## src/rtl/elastic_pipe_pkg.sv

```systemverilog
// Shared constants and helpers for the elastic pipeline.
// Holds the stage-count ceiling and the even-parity function used when ELASTIC_PIPE_PARITY_EN is defined.
package elastic_pipe_pkg;

  localparam int DEPTH_MAX = 16;
  localparam int PAR_MAX_W = 64;

  // Even parity bit: XOR of all bits, so data plus parity has an even number of ones.
  function automatic logic even_parity(input logic [PAR_MAX_W-1:0] v);
    return ^v;
  endfunction

endpackage

```

## src/rtl/pipe_stage.sv

```systemverilog
// One elastic pipeline stage: a valid bit, a payload register and the ready chain.
// The stage loads whenever it is empty or its current beat moves on this cycle.
module pipe_stage #(
  parameter int SW = 8
) (
  input  logic          clk,
  input  logic          rstn,
  input  logic          flush,
  input  logic          up_valid,
  input  logic [SW-1:0] up_data,
  input  logic          down_ready,
  output logic          valid,
  output logic [SW-1:0] data,
  output logic          ready
);

  assign ready = !valid || down_ready;

  // Flush clears only the valid bit; the payload keeps its last value.
  always_ff @(posedge clk or negedge rstn) begin
    if (!rstn) begin
      valid <= 1'b0;
      data  <= '0;
    end else if (flush) begin
      valid <= 1'b0;
    end else if (ready) begin
      valid <= up_valid;
      if (up_valid) data <= up_data;
    end
  end

endmodule

```

## src/rtl/elastic_pipe.sv

```systemverilog
// Elastic register pipeline of DEPTH stages with valid/ready handshakes on both sides.
// Define ELASTIC_PIPE_PARITY_EN to carry an even-parity bit per stage and flag mismatches on par_err.
module elastic_pipe
  import elastic_pipe_pkg::*;
#(
  parameter int WIDTH = 8,
  parameter int DEPTH = 4
) (
  input  logic                       clk,
  input  logic                       rstn,
  input  logic                       flush,
  input  logic                       in_valid,
  input  logic [WIDTH-1:0]           in_data,
  output logic                       in_ready,
  output logic                       out_valid,
  output logic [WIDTH-1:0]           out_data,
  input  logic                       out_ready,
  output logic [$clog2(DEPTH+1)-1:0] occupancy,
  output logic                       par_err
);

  localparam int OCC_W = $clog2(DEPTH+1);
`ifdef ELASTIC_PIPE_PARITY_EN
  localparam int SW = WIDTH + 1;
`else
  localparam int SW = WIDTH;
`endif

  if (DEPTH < 1 || DEPTH > DEPTH_MAX) begin : g_bad_depth
    $error("elastic_pipe: DEPTH out of range");
  end

  logic [SW-1:0] stage_in;
  logic          in_xfer;
  logic          out_xfer;

`ifdef ELASTIC_PIPE_PARITY_EN
  assign stage_in = {even_parity(PAR_MAX_W'(in_data)), in_data};
`else
  assign stage_in = in_data;
`endif

  for (genvar k = 0; k < DEPTH; k++) begin : g_stage
    logic          v;
    logic          r;
    logic          uv;
    logic          dn_ready;
    logic [SW-1:0] d;
    logic [SW-1:0] ud;

    if (k == 0) begin : g_first
      assign uv = in_valid;
      assign ud = stage_in;
    end else begin : g_chain
      assign uv = g_stage[k-1].v;
      assign ud = g_stage[k-1].d;
    end

    if (k == DEPTH-1) begin : g_last
      assign dn_ready = out_ready;
    end else begin : g_mid
      assign dn_ready = g_stage[k+1].r;
    end

    pipe_stage #(.SW(SW)) u_stage (
      .clk        (clk),
      .rstn       (rstn),
      .flush      (flush),
      .up_valid   (uv),
      .up_data    (ud),
      .down_ready (dn_ready),
      .valid      (v),
      .data       (d),
      .ready      (r)
    );
  end

  assign in_ready  = g_stage[0].r && !flush;
  assign out_valid = g_stage[DEPTH-1].v;
  assign out_data  = g_stage[DEPTH-1].d[WIDTH-1:0];
  assign in_xfer   = in_valid && in_ready;
  assign out_xfer  = out_valid && out_ready;

  // Simultaneous push and pop leave the count unchanged; flush wins over both.
  always_ff @(posedge clk or negedge rstn) begin
    if (!rstn) begin
      occupancy <= '0;
    end else if (flush) begin
      occupancy <= '0;
    end else if (in_xfer && !out_xfer) begin
      occupancy <= occupancy + OCC_W'(1);
    end else if (out_xfer && !in_xfer) begin
      occupancy <= occupancy - OCC_W'(1);
    end
  end

`ifdef ELASTIC_PIPE_PARITY_EN
  // Checked on every output transfer, including one that coincides with a flush.
  always_ff @(posedge clk or negedge rstn) begin
    if (!rstn) begin
      par_err <= 1'b0;
    end else begin
      par_err <= out_xfer &&
                 (even_parity(PAR_MAX_W'(out_data)) != g_stage[DEPTH-1].d[WIDTH]);
    end
  end
`else
  assign par_err = 1'b0;
`endif

endmodule

```

## config.mk

```make
export PLATFORM = sky130hd
export DESIGN_NAME = elastic_pipe
export DESIGN_NICKNAME = d
export VERILOG_FILES = /design/src/rtl/elastic_pipe_pkg.sv /design/src/rtl/pipe_stage.sv /design/src/rtl/elastic_pipe.sv
export SDC_FILE = /design/constraint.sdc
export NUM_CORES = 1
export LEC_CHECK = 0
export CAP_MARGIN = 30
export CORE_AREA = 2 2 62 64
export CTS_BUF_LIST = sky130_fd_sc_hd__clkbuf_4 sky130_fd_sc_hd__clkbuf_8 sky130_fd_sc_hd__clkbuf_16
export DETAILED_ROUTE_END_ITERATION = 10
export DIE_AREA = 0 0 64 66
export GPL_TIMING_DRIVEN = 0
export PLACE_DENSITY_LB_ADDON = 0.1
export SLEW_MARGIN = 10
export SYNTH_ARGS = -nofsm -noshare
export SYNTH_HDL_FRONTEND = slang
export SYNTH_SLANG_ARGS = --single-unit
```

## constraint.sdc

```tcl
create_clock -name clk -period 4.4 [get_ports clk]
set_input_delay 0.88 -clock clk [delete_from_list [all_inputs] [get_ports clk]]
set_output_delay 0.88 -clock clk [all_outputs]
set_load 0.02 [all_outputs]
```

# Word-level counts from Yosys, hierarchy flattened
# Index checks and enable logic that the tools add are counted.
[word_totals] ff_bits=39 inputBits=13 out_inout_bits=14 word_cells=48
[classes] addsub=2 muxes=11 n_bitwise=1 reduce_logical=25
[op_table] operator="$reduce_and 3->1" n=4
[op_table] operator="$mux 3" n=3
[op_table] operator="$mux 1" n=8
[op_table] operator="$reduce_bool 2->1" n=4
[op_table] operator="$logic_not 1->1" n=7
[op_table] operator="$logic_and 1x1->1" n=5
[op_table] operator="$logic_or 1x1->1" n=4
[op_table] operator="$add 3x1->3 const B" n=1
[op_table] operator="$reduce_bool 3->1" n=1
[op_table] operator="$sub 3x1->3 const B" n=1
[op_table] operator="$not 1->1" n=1

# Depth between registers and ports, before layout
# Gate-level depths: netlist of the first run.
[logic_depth] word_depth=12 mapped_depth=9 depth_no_buf=7

# Cells and area by module
# Synthesis of the first run repeated with hierarchy kept, for this count alone.
[unflattened] cells_unflattened=117 area_unflattened_um2=1711.6
[modules_own_cells] mod="pipe_stage" instances=4 cells_per_inst=22 area_each_um2=359.1
[modules_own_cells] mod="elastic_pipe" instances=1 cells_per_inst=29 area_each_um2=275.3

# Worst setup path after synthesis of the first run
# No wires, ideal clock.
[synth_path] kind="input -> register" from="input port out_ready" to="register occupancy[2]" t_arrival_ns=2.682 required_ns=4.275 path_slack_ns=1.593 stages=9 n_path_buf=2 path_cell_list="and3b_1 -> buf_6 -> a311o_1 -> buf_6 -> a21oi_1 -> fa_1 -> nor2b_1 -> a221oi_1 -> mux2_2"
[synth_between] elab_chain_len=9 elab_cells_between_ends=14 cone_classes="mux (2); reduce/logical (12)"
[synth_lines] item="start, declared" line_no="elastic_pipe.sv:17" text="input logic out_ready,"
[synth_lines] item="$logic_or 1x1->1 (4 in series)" line_no="pipe_stage.sv:17" text="assign ready = !valid || down_ready;"
[synth_lines] item="$logic_and 1x1->1" line_no="elastic_pipe.sv:78" text="assign in_ready = g_stage[0].r && !flush;"
[synth_lines] item="$logic_and 1x1->1" line_no="elastic_pipe.sv:81" text="assign in_xfer = in_valid && in_ready;"
[synth_lines] item="$logic_and 1x1->1 or $logic_not 1->1 (tied branches)" line_no="elastic_pipe.sv:90, elastic_pipe.sv:92"
[synth_lines] item="$mux 3 or $logic_and 1x1->1 (tied branches)" line_no="elastic_pipe.sv:90, elastic_pipe.sv:92"
[synth_lines] item="$mux 3 or $reduce_bool 3->1 (tied branches)"
[synth_lines] item="end signal, assigned" line_no="elastic_pipe.sv:91" text="occupancy <= occupancy + OCC_W'(1);"
[synth_lines] item="end signal, assigned" line_no="elastic_pipe.sv:93" text="occupancy <= occupancy - OCC_W'(1);"
[synth_lines] item="end, declared" line_no="elastic_pipe.sv:18" text="output logic [$clog2(DEPTH+1)-1:0] occupancy,"
# Parallel ways exist; a longest one is shown, timed or not.
# A chain may end at the register's enable or synchronous reset.

# Worst setup path after layout of the first run
[layout_path] from="input port out_ready" to="output port in_ready"
[layout_between] elab_chain_len=5
[layout_lines] item="$logic_or 1x1->1 (4 in series)" line_no="pipe_stage.sv:17"
[layout_lines] item="$logic_and 1x1->1" line_no="elastic_pipe.sv:78"
[layout_lines] item="end, declared" line_no="elastic_pipe.sv:14" text="output logic in_ready,"
# No other way between the ends.

==> insert_results.sql, run 1 <==
INSERT INTO impl_metrics (metric_group, metric, value, unit) VALUES
('power_and_ir_drop', 'net-switching-power', '0.2704', 'mW'),
('global_routing', 'globalRouteOverflowTotal', '0', ''),
('global_routing', 'pin_count_of_the_biggest_net_entering_global_routing', '23', ''),
('clock_network', 'cts.hold.buffers_added', '0', ''),
('routing', 'route.detailed.vias_per_inst', '5.025', ''),
('global_routing', 'global_route.usage.total', '16.14', '%'),
('finish', 'regArea', '975.9', 'sq um'),
('timing', 'final_min_period_over_clock_period', '78.79', '%'),
('clock_network', 'path_clk_slew', '0.12', 'ns'),
('finish', 'fin_nets', '164', ''),
('routing', 'first_pass_iters', '2', ''),
('worst_setup_path', 'critical_path.slowest_cell', 'clkdlybuf4s50_1', ''),
('routing', 'route.met3.wl', '101', 'microns'),
('synth', 'yosys_register_bits', '39', ''),
('power_and_ir_drop', 'internal_power', '0.6995', 'mW'),
('finish', 'area.growth.synth_to_final', '23.34', '%'),
('worst_setup_path', 'worst_ep_arrival_time', '2.59', 'ns'),
('timing', 'slew_viol_final', '0', ''),
('synth', 'syn_avg_cell_area', '14.66', 'sq um'),
('timing', 'fin_setup_tns', '0', 'ns'),
('timing', 'final-hold-violation-count', '0', ''),
('power_and_ir_drop', 'sequentialPowerShare', '51.6', '%'),
('finish', 'multi_input_area', '664.4', 'sq um'),
('finish', 'layout_commonest_cell', 'dfrtp_1', ''),
('worst_setup_path', 'chain_of_cells_forming_the_critical_path', 'clkdlybuf4s50_1, and3b_1, buf_6, a31oi_1, clkdlybuf4s50_1', ''),
('timing', 'grt_setup_unrepaired', 'false', ''),
('timing', 'worst-slew-pin-transition', '0.7451', 'ns'),
('floorplan', 'die_area', '4224', 'sq um'),
('worst_setup_path', 'critical_path.endpoint_type', 'output pin', ''),
('floorplan', 'row_cnt', '22', ''),
('power_and_ir_drop', 'p_sw_share', '27.88', '%'),
('synth', 'ys_types', '25', ''),
('routing', 'routedLengthMet1', '1.274', 'mm'),
('power_and_ir_drop', 'power_per_cell_area', '458.4', 'nW/um^2'),
('status', 'run_status', 'complete, no violations', ''),
('floorplan', 'die_w', '64', 'microns'),
('clock_network', 'clock_tree.htree_level_count', '2', ''),
('routing', 'highest-signal-layer', 'met4', ''),
('clock_network', 'clockRootBuffer', 'clkbuf_4', ''),
('routing', 'detail_route.wirelength', '2.804', 'mm'),
('finish', 'nFillCells', '301', ''),
('timing', 'setup_viol_count_final', '0', ''),
('synth', 'syn-num-nets', '131', ''),
('global_routing', 'first_pass_grt_wire_length', '5.057', 'mm'),
('timing', 'final.setup_skew', '0.005754', 'ns'),
('job', 'maxCapViolations', '0', ''),
('clock_network', 'clock_tree.buffer_depth', '2', ''),
('power_and_ir_drop', 'ir_worst_vdd', '0.0001961', 'V'),
('worst_setup_path', 'crit_path_kind', 'primary input to output pin', ''),
('timing', 'worst_slew_slack_as_a_fraction_of_its_limit', '50.11', '%'),
('worst_setup_path', 'start_kind', 'primary input', ''),
('worst_setup_path', 'crit_start', 'out_ready', ''),
('timing', 'hold_slack', '0.4469', 'ns'),
('place', 'place_congestion', '0.6931', ''),
('routing', 'final_antenna_net_count', '0', ''),
('worst_setup_path', 'critical_path_required', '3.52', 'ns'),
('finish', 'layout-drive-gt1-share', '35.76', '%'),
('clock_network', 'clock-sinks', '39', ''),
('power_and_ir_drop', 'power_frac_comb', '27.7', '%'),
('synth', 'seq_area_frac_synth', '56.89', '%'),
('hold_path', 'holdCritPathClass', 'primary input to async pin', ''),
('routing', 'post-route-drc-count', '0', ''),
('worst_setup_path', 'worst_r2r_startpoint', 'g_stage[3].u_stage.valid$_DFFE_PN0P_', ''),
('finish', 'total_inserted_antenna_cells', '0', ''),
('clock_network', 'cts_tree', 'yes', ''),
('routing', 'drt-wirelength-per-cell', '14.09', 'microns'),
('synth', 'yosys_warnings', '0', ''),
('clock_network', 'clkLatencyLatePin', '0.35', 'ns'),
('global_routing', 'grt_antenna_before_repair', '0', ''),
('routing', 'routed_length_on_met2', '1.369', 'mm'),
('synth', 'summed_instance_area_of_the_synthesized_netlist', '1715', 'sq um');
==> path summary, 6_finish.rpt <==
check	end	slack [ns]	cells after the start
worst min register to register	g_stage[2].u_stage.data[2]$_DFFE_PN0P_	0.51	1
worst max-delay path	in_ready	0.93	5
min in group clk	g_stage[2].u_stage.data[2]$_DFFE_PN0P_	0.51	1
max in group asynchronous	g_stage[0].u_stage.data[6]$_DFFE_PN0P_	3.49	2
worst min-delay path	g_stage[0].u_stage.data[4]$_DFFE_PN0P_	0.45	1
worst max register to register	occupancy[2]$_DFFE_PN0P_	1.81	9
==> kinds of logic (layout without fill, tap and decap cells) <==
kind of cell | after synthesis | in the layout | synth area share, %
compound gates | 10 | 10 | 4.012
buf+inv | 11 | 45 | 4.376
fa+ha+maj | 1 | 1 | 1.167
other cells | 1 | 1 | 0.2186
simple gates | 20 | 20 | 6.857
flops | 39 | 39 | 56.89
mux | 35 | 35 | 26.48
==> synth_stat cells (all sizes together) <==
cell | n | area share [%]
conb | 1 | 0.22
nor2 | 10 | 2.2
nand3 | 1 | 0.29
a21boi | 1 | 0.44
or3b | 1 | 0.51
and2b | 1 | 0.51
a31oi | 2 | 0.73
mux2 | 35 | 26
dfrtp | 39 | 57
fa | 1 | 1.2
a211o | 1 | 0.58
a21oi | 4 | 1.2
nor2b | 2 | 0.73
a221oi | 1 | 0.51
nor3b | 2 | 1.2
buf | 5 | 3.1
a311o | 1 | 0.58
inv | 4 | 0.88
clkbuf | 2 | 0.44
and3b | 2 | 1.1
nand4 | 1 | 0.36
==> power groups by stage <==
stage / combinational, mW / sequential (mW) / clock, mW
6_report: 0.269 / 0.500 / 0.201
5_1_grt: 0.288 / 0.515 / 0.228
4_1_cts: 0.273 / 0.501 / 0.209
3_5_place_dp: 0.272 / 0.509 / 0
3_3_place_gp: 0.264 / 0.503 / 0
2_1_floorplan: 0.132 / 0.536 / 0
==> sequential cells by signal, indices dropped and copies added, names as in the netlist <==
register               cells
g_stage.u_stage.data      32
occupancy                  3
g_stage.u_stage.valid      4
==> metal layers <==
layer / up-vias / track usage [%]
met5: - / 0
met4: 0 / 8.152
met3: 6 / 4.259
met2: 16 / 25.78
met1: 509 / 20.29
li1: 469 / -
==> worst max-delay path: cells and delay by family <==
kind	cells	cell delay, ns
buffers and inverters	3	1.32
AO/OA/AOI/OAI	1	0.17
AND/OR/NAND/NOR	1	0.21
==> stage by stage <==
step	util (%)	power [mW]	std cells	instance area (sq um)	setup slack [ns]
floorplan	-	0.6683	117	1715	1.593
global placement	57.05	0.7669	190	2026	0.9047
detailed placement	57.68	0.7814	191	2048	0.8274
CTS	59.58	0.9831	199	2116	0.9267
global route	59.58	1.031	199	2116	0.8646
finish	59.58	0.9700	199	2116	0.9334
==> layout make-up <==
class / count / share of cell area, %
Tap cell: 48 / 2.839
Buffer: 7 / 2.839
Clock buffer: 6 / 2.425
Inverter: 4 / 0.7096
Multi-Input combinational cell: 67 / 31.40
Sequential cell: 39 / 46.13
Timing Repair Buffer: 26 / 12.89
Clock inverter: 2 / 0.7688
(Power assumes the default switching activity.)
==> inputs of run 2 (changes only) <==
==> constraint.sdc (replaced) <==
create_clock -name clk -period 3.3 [get_ports clk]
set_input_delay 0.66 -clock clk [delete_from_list [all_inputs] [get_ports clk]]
set_output_delay 0.66 -clock clk [all_outputs]
set_load 0.02 [all_outputs]
==> results of run 2 <==
Same layout as run 1 (identical final DEF). Status: complete, no violations.
Main changes from that run: setup slack after placement 0.8274 ns -> -0.05263 ns; setup slack after layout 0.9334 ns -> 0.2734 ns; hold slack 0.4469 ns -> 0.2269 ns; register-to-register setup slack 1.81 ns -> 0.71 ns; total power 0.9700 mW -> 1.293 mW; worst IR drop on VDD 0.0001961 V -> 0.0002615 V
